===== config.mk =====
export PLATFORM = sky130hd
export DESIGN_NAME = abr_be_ram_burst_rd
export DESIGN_NICKNAME = d
export VERILOG_FILES = /design/src/rtl/abr_be_ram_burst_rd.sv
export SDC_FILE = /design/constraint.sdc
export NUM_CORES = 1
export LEC_CHECK = 0
export ABC_AREA = 1
export BUFFER_PORTS_ARGS = -buffer_cell sky130_fd_sc_hd__buf_2
export CORE_AREA = 5 5 154 156
export DETAILED_ROUTE_END_ITERATION = 10
export DIE_AREA = 0 0 159 161
export SYNTH_ARGS = -nofsm -noshare
export SYNTH_HDL_FRONTEND = slang
export SYNTH_SLANG_ARGS = --single-unit

===== constraint.sdc =====
create_clock -name clk_i -period 3.4 [get_ports clk_i]
set_clock_uncertainty 0.05 [all_clocks]
set_input_delay 0.51 -clock clk_i [delete_from_list [all_inputs] [get_ports clk_i]]
set_output_delay 0.51 -clock clk_i [all_outputs]
set_load 0.01 [all_outputs]

===== src/rtl/abr_be_ram_burst_rd.sv =====
// ---------------------------------------------------------------------------
// abr_be_ram_burst_rd
//
// Turns a single burst request (start address + length-1) into a stream of
// reads against an attached 1R1W byte-enable RAM. Returned words are
// buffered in a 3-entry FIFO and presented as a valid/ready beat stream,
// with rd_last_o marking the final beat of each burst.
//
// Optional feature: define ABR_BURST_RD_ABORT_EN to add the abort_i port.
//
// Parameters:
//   DEPTH        - RAM word count (address wraps DEPTH-1 -> 0)
//   DATA_WIDTH   - RAM word width in bits
//   STROBE_WIDTH - bits per byte lane (must divide DATA_WIDTH)
//
// Ports:
//   clk_i        in   1           clock, rising edge
//   rst_b        in   1           synchronous active-low reset
//   req_valid_i  in   1           burst request valid
//   req_ready_o  out  1           high only when idle
//   req_addr_i   in   ADDR_WIDTH  burst start word address
//   req_len_m1_i in   ADDR_WIDTH  burst length minus one
//   ram_re_o     out  1           RAM read enable
//   ram_raddr_o  out  ADDR_WIDTH  RAM read address
//   ram_rdata_i  in   DATA_WIDTH  RAM read data, one cycle after ram_re_o
//   rd_valid_o   out  1           output beat valid
//   rd_ready_i   in   1           downstream accepts beat
//   rd_data_o    out  DATA_WIDTH  output beat data
//   rd_last_o    out  1           final beat of the burst
//   busy_o       out  1           state is not IDLE
//   abort_i      in   1           (ABR_BURST_RD_ABORT_EN only) drop the burst
// ---------------------------------------------------------------------------
module abr_be_ram_burst_rd #(
  parameter int DEPTH        = 64,
  parameter int DATA_WIDTH   = 32,
  parameter int STROBE_WIDTH = 8,
  localparam int ADDR_WIDTH  = $clog2(DEPTH)
) (
  input  logic                  clk_i,
  input  logic                  rst_b,
  input  logic                  req_valid_i,
  output logic                  req_ready_o,
  input  logic [ADDR_WIDTH-1:0] req_addr_i,
  input  logic [ADDR_WIDTH-1:0] req_len_m1_i,
  output logic                  ram_re_o,
  output logic [ADDR_WIDTH-1:0] ram_raddr_o,
  input  logic [DATA_WIDTH-1:0] ram_rdata_i,
  output logic                  rd_valid_o,
  input  logic                  rd_ready_i,
  output logic [DATA_WIDTH-1:0] rd_data_o,
  output logic                  rd_last_o,
  output logic                  busy_o
`ifdef ABR_BURST_RD_ABORT_EN
  ,
  input  logic                  abort_i
`endif
);

  if (DATA_WIDTH % STROBE_WIDTH != 0) begin : g_bad_strobe
    $error("DATA_WIDTH must be a multiple of STROBE_WIDTH");
  end

  typedef enum logic [1:0] {IDLE, ISSUE, DRAIN} state_t;

  state_t                state;
  logic [ADDR_WIDTH-1:0] addr_q;
  logic [ADDR_WIDTH-1:0] len_q;
  logic [ADDR_WIDTH-1:0] iss_cnt;
  logic                  inflight_q;
  logic                  inflight_last_q;

  logic [DATA_WIDTH-1:0] fifo_data [3];
  logic                  fifo_last [3];
  logic [1:0]            wr_ptr;
  logic [1:0]            rd_ptr;
  logic [1:0]            count;

  logic                  abort;
  logic [2:0]            credit_used;
  logic                  issue;
  logic                  pop;

`ifdef ABR_BURST_RD_ABORT_EN
  assign abort = abort_i;
`else
  assign abort = 1'b0;
`endif

  function automatic logic [1:0] ptr_inc(input logic [1:0] p);
    return (p == 2'd2) ? 2'd0 : p + 2'd1;
  endfunction

  // A read is only issued while buffered plus in-flight words leave a free
  // FIFO slot for its return, so the FIFO can never overflow.
  assign credit_used = {1'b0, count} + {2'b00, inflight_q};
  assign issue       = (state == ISSUE) && (credit_used < 3'd3) && !abort;

  assign ram_re_o    = issue;
  assign ram_raddr_o = addr_q;

  assign rd_valid_o  = (count != 2'd0);
  assign rd_data_o   = rd_valid_o ? fifo_data[rd_ptr] : '0;
  assign rd_last_o   = rd_valid_o && fifo_last[rd_ptr];
  assign pop         = rd_valid_o && rd_ready_i;

  assign req_ready_o = (state == IDLE);
  assign busy_o      = (state != IDLE);

  // FSM, read issue bookkeeping and the return FIFO. A single in-flight flag
  // suffices because the RAM returns data exactly one cycle after the read;
  // the last-beat marker travels with that flag into the FIFO entry.
  always_ff @(posedge clk_i) begin
    if (!rst_b) begin
      state           <= IDLE;
      addr_q          <= '0;
      len_q           <= '0;
      iss_cnt         <= '0;
      inflight_q      <= 1'b0;
      inflight_last_q <= 1'b0;
      wr_ptr          <= '0;
      rd_ptr          <= '0;
      count           <= '0;
    end else if (abort) begin
      state           <= IDLE;
      inflight_q      <= 1'b0;
      inflight_last_q <= 1'b0;
      wr_ptr          <= '0;
      rd_ptr          <= '0;
      count           <= '0;
    end else begin
      inflight_q      <= issue;
      inflight_last_q <= issue && (iss_cnt == len_q);

      if (inflight_q) begin
        fifo_data[wr_ptr] <= ram_rdata_i;
        fifo_last[wr_ptr] <= inflight_last_q;
        wr_ptr            <= ptr_inc(wr_ptr);
      end
      if (pop) begin
        rd_ptr <= ptr_inc(rd_ptr);
      end
      count <= count + {1'b0, inflight_q} - {1'b0, pop};

      case (state)
        IDLE: begin
          if (req_valid_i) begin
            addr_q  <= req_addr_i;
            len_q   <= req_len_m1_i;
            iss_cnt <= '0;
            state   <= ISSUE;
          end
        end
        ISSUE: begin
          if (issue) begin
            addr_q  <= (addr_q == ADDR_WIDTH'(DEPTH - 1)) ? '0 : addr_q + 1'b1;
            iss_cnt <= iss_cnt + 1'b1;
            if (iss_cnt == len_q) begin
              state <= DRAIN;
            end
          end
        end
        DRAIN: begin
          // The last beat is the final word of the burst, so once it is
          // accepted nothing remains in flight or buffered.
          if (pop && rd_last_o) begin
            state <= IDLE;
          end
        end
        default: state <= IDLE;
      endcase
    end
  end

endmodule


* Word-level counts from Yosys, hierarchy flattened *
Memories as Yosys holds them, arrays and structs flattened. A register that Yosys moved wholly into a read port is not among the register bits.
Cells that the tools add are included.

operators by class
  $add $sub $neg = 7
  $lt $le $gt $ge = 1
  eq/ne operators = 10
  mux-type cells = 22
  reductions and logical operators = 12

operators by type and width
  kind                                                 number
  two-way mux 32 bit                                   1
  two-way mux 6 bit                                    5
  one-hot mux 6 bit (2 select lines)                   2
  two-way mux 2 bit                                    10
  adder 6 x 1 -> 6 bit (second input constant)         2
  == test 2 bit (second input constant)                3
  == test 6 bit                                        1
  == test 6 bit (second input constant)                1
  != test 2 bit (second input constant)                3
  one-hot mux 2 bit (3 select lines)                   1
  nonzero test 2 bit                                   3
  logical AND 1 bit                                    5
  adder 2 x 1 -> 2 bit (second input constant)         2
  AND reduction 4 bit                                  1
  adder 2 x 1 -> 3 bit                                 1
  < comparator 3 x 2 -> 1 bit (second input constant)  1
  two-way mux 1 bit                                    3
  AND reduction 3 bit                                  1
  adder 2 x 1 -> 2 bit                                 1
  == test 2 x 1 -> 1 bit (second input constant)       1
  logical NOT 2 bit                                    1
  != test 2 x 1 -> 1 bit (second input constant)       1
  AND reduction 2 bit                                  1
  subtractor 2 x 1 -> 2 bit                            1

storage, ports and cells
  register bits = 28
  memory bits (writable) = 99
  output and inout port bits = 43
  word-level logic and storage cells = 63
  memories = 2

memories
  memory     depth  width  read ports  clocked after memory_dff  wr ports  RTL line  source
  fifo_data  3      32     1           1                         1         72        logic [DATA_WIDTH-1:0] fifo_data [3];
  fifo_last  3      1      1           1                         1         73        logic fifo_last [3];

* Logic depth before layout (Yosys ltp) *
  depth in word-level cells = 5
  mapped depth = 10

* Worst setup path before layout *
No wires, ideal clock.

  kind = input to register
  start = input port rst_b
  end = memory fifo_data[2][0], enable pin
  library setup time = 464 ps
  arrival time = 3,057 ps
  required time = 2,886 ps
  setup slack = -171 ps
  cell stages on the path = 3
  buffers on the path = 1
  cells stage by stage = buf_2 > nand2_1 > nor3_1

on the way
  cells in the longest elaborated chain, start to end = 2

RTL lines
  what                                     RTL line  source
  from (decl)                              40        input logic rst_b,
  two-way mux 1 bit                        113       if (!rst_b) begin
  two-way mux 1 bit (not written as such)  135       fifo_data[wr_ptr] <= ram_rdata_i;
  to (decl)                                72

No other way between the ends.

==> reports/results.ini <==
[run_status]
status=complete, no violations

[synth]
synth_top_family_by_area=simple AND/OR/NAND/NOR gates
avgSynthCellArea_um2=10.90
synthMuxAreaShare_pct=6.610
yosys.area_share.simple_pct=12.35
synthTopCellsByArea=edfxtp_1 (55%), dfxtp_1 (11%), mux2_2 (6.6%)
yosysSeqAreaShare_pct=65.55
syn_inst=500
ys_ff_latch=129
synth_xor_area_share_pct=0.3213
synth_top_area_cell=edfxtp_1
synth_compound_area_share_pct=7.735
synth.distinct_cells=30
syn-cell-area_um2=5451
synth_warnings=0
synth_fa_ha_area_share_pct=1.377
yosysTopAreaCellShare_pct=54.53
syn-num-nets=554

[clock_tree]
cts_tree=yes
clk_latency_ns=0.42
path_clk_slew_ns=0.06
cts.sinks=129
hold_buffers=0
post-cts-setup-buffers=0
cts_resized=0
htreeDepth=4
clock_path_buffers=2
numCtsBuffers=17
root_buffer=clkbuf_16

[global_route]
antenna_found_initial=1
overflow=0
grt_pass1_vias=3837
grt_max_degree=35
grt_use_total_pct=10.05
grt_pass1_wl_mm=20.14

[final_layout]
post-route-util_pct=31.34
layout_commonest_cell=edfxtp_1
final_cell_mix=edfxtp_1 (99), nor2_1 (90), buf_2 (90)
n_antenna_cell=0
fin_nets=657
drive_gt1_share_pct=28.73
area_growth_pct=27.77
finish.cell_count_without_fillers=901
postLayoutCellArea_um2=6965

[worst_hold_path]
hold_path.class=in2reg

[route]
vias=3756
wl_per_cell_um=13.96
drc=0
finalWirelength_mm=12.58
vias_per_cell=4.169
drt_iter0_markers=206
first_pass_iters=4
detail-route-antenna-nets=0

[sta]
rsz0062_at_grt=false
setup_viol=0
fin_tns_setup_ns=0
whs_ns=0.2484
worst_slew_pin_slew_ns=0.5086
period_minus_slack_ns=2.729
fin_crit_sh_pct=80.26
fmax_mhz=366.5
slew_headroom_pct=66.09
hold_viol_final=0
maxSlewViolCount=0

[critical_path]
crit_fanout=20
path_class=reg2out
critical_path_buf_inv_count=3
slowest_delay_ns=0.65
crit_chain=buf_4 > mux2_2 > o21ai_0 > inv_1 > buf_2
worstPathRequired_ns=2.84
critPathTopFamily=flip-flops
cp_data_arrival_time_ns=2.17
critical_path.slowest_cell=dfxtp_2
cp-start-kind=register
endpoint_kind=primary output

[power_and_ir_drop]
leakage_nw=2.957
clock_power_share_pct=37.8
p_sw_share_pct=31.95
ir_drop_mv=0.3520
power_density_nw_per_um2=759.2
power_frac_comb_pct=27.0
switchingPower_mw=1.689
seq_power_share_pct=35.2
p_int_mw=3.598

[run]
maxCapViolCount=0

[place]
place_area_um2=6320
dp_cells=869
dp_hpwl_mm=8.298
place_congestion=0.7868
port_buffers=90

[floorplanning]
num_rows=55
ios=91
floorplan.initialDensity_pct=24.53
core_area_um2=22230
die_y_um=161
die_x_um=159
die_area_um2=25600

-- power groups by stage --
stage	registers [mW]	clock network, mW	logic (mW)
3_5_place_dp	1.90	0	1.46
6_report	1.86	2.00	1.43
3_3_place_gp	1.90	0	1.45
5_1_grt	1.88	2.13	1.63
4_1_cts	1.87	2.06	1.47
2_1_floorplan	1.86	0	0.948
-- worst register-to-register path, stage by stage, from the launching register on --
cell and delay (ns):
dfxtp_1 0.35, ha_1 0.19, ha_1 0.27, nand2_1 0.07, nand2_1 0.14, o21ai_4 0.41
inv_2 0.18, nand2_1 0.09, nand2_1 0.05, nor2_1 0.08, nor2_1 0.04
-- layout make-up --
cell class	instances	area, um^2
clock buffers	17	425.4
clock inverters	15	220.2
fillers	2296	15260
inverters	67	251.5
multi-input cells	287	1579
flip-flops and latches	129	3575
well taps	285	356.6
repair buffers	101	558.0
-- synth_stat cells --
master / instances
o211a_1: 1
nor2_2: 2
nand2_1: 56
o22ai_1: 2
inv_2: 2
nor2_1: 92
nor3_1: 5
xnor2_1: 1
o21ai_0: 49
ha_1: 6
nand2_2: 1
buf_2: 6
inv_1: 64
nand4_1: 3
o21ai_4: 1
nand2_4: 1
dfxtp_1: 30
clkbuf_1: 10
a211oi_1: 1
nand3b_1: 1
or2_2: 1
nand3_1: 6
mux2_2: 32
xor2_1: 1
edfxtp_1: 99
clkinv_1: 1
a21oi_1: 23
buf_6: 1
o211ai_1: 1
o21bai_1: 1
-- layer usage --
layer	track usage, %	vias up	part of all wire [%]
met4	3.024	2	0.96
met5	0	-	0.10
met2	17.13	93	51
met3	3.751	14	5.6
met1	11.87	1758	42
li1	-	1889	-
-- logic make-up (layout without fill, tap and decap cells) --
| group | count (synthesis) | after routing |
|---|---|---|
| AND/OR/NAND/NOR | 168 | 168 |
| flip-flops | 129 | 129 |
| buffers and inverters | 84 | 200 |
| AO/OA/AOI/OAI | 79 | 79 |
| multiplexers | 32 | 32 |
| adder cells (fa/ha/maj) | 6 | 6 |
| XOR/XNOR | 2 | 2 |
-- worst paths after layout --
check / start / to / slack (ns) / cells past startpoint
worst min-delay path: ram_rdata_i[1] / fifo_data[2][1] / 0.25 / 1
worst max register to register: count[0] / ram_raddr_o[1] / 1.36 / 10
worst max-delay path: register / rd_data_o[17] / 0.67 / 5
worst min register to register: inflight_last_q / fifo_last[1] / 0.40 / 0
-- sequential cells by signal, indices dropped and copies added, names as in the netlist, named ones only --
name,count
fifo_data,96
ram_raddr_o,6
len_q,6
inflight_q,1
count,2
state,2
inflight_last_q,1
wr_ptr,2
rd_ptr,2
iss_cnt,6
fifo_last,3
-- through the flow --
| step | worst slack (ns) | total power [mW] |
|---|---|---|
| floorplan | 0.7125 | 2.805 |
| global placement | 1.042 | 3.352 |
| detailed placement | 1.038 | 3.364 |
| finish | 0.6713 | 5.288 |
| global route | 0.4191 | 5.636 |
| CTS | 0.5757 | 5.403 |
Note: power is estimated with default switching activity, not from simulation.
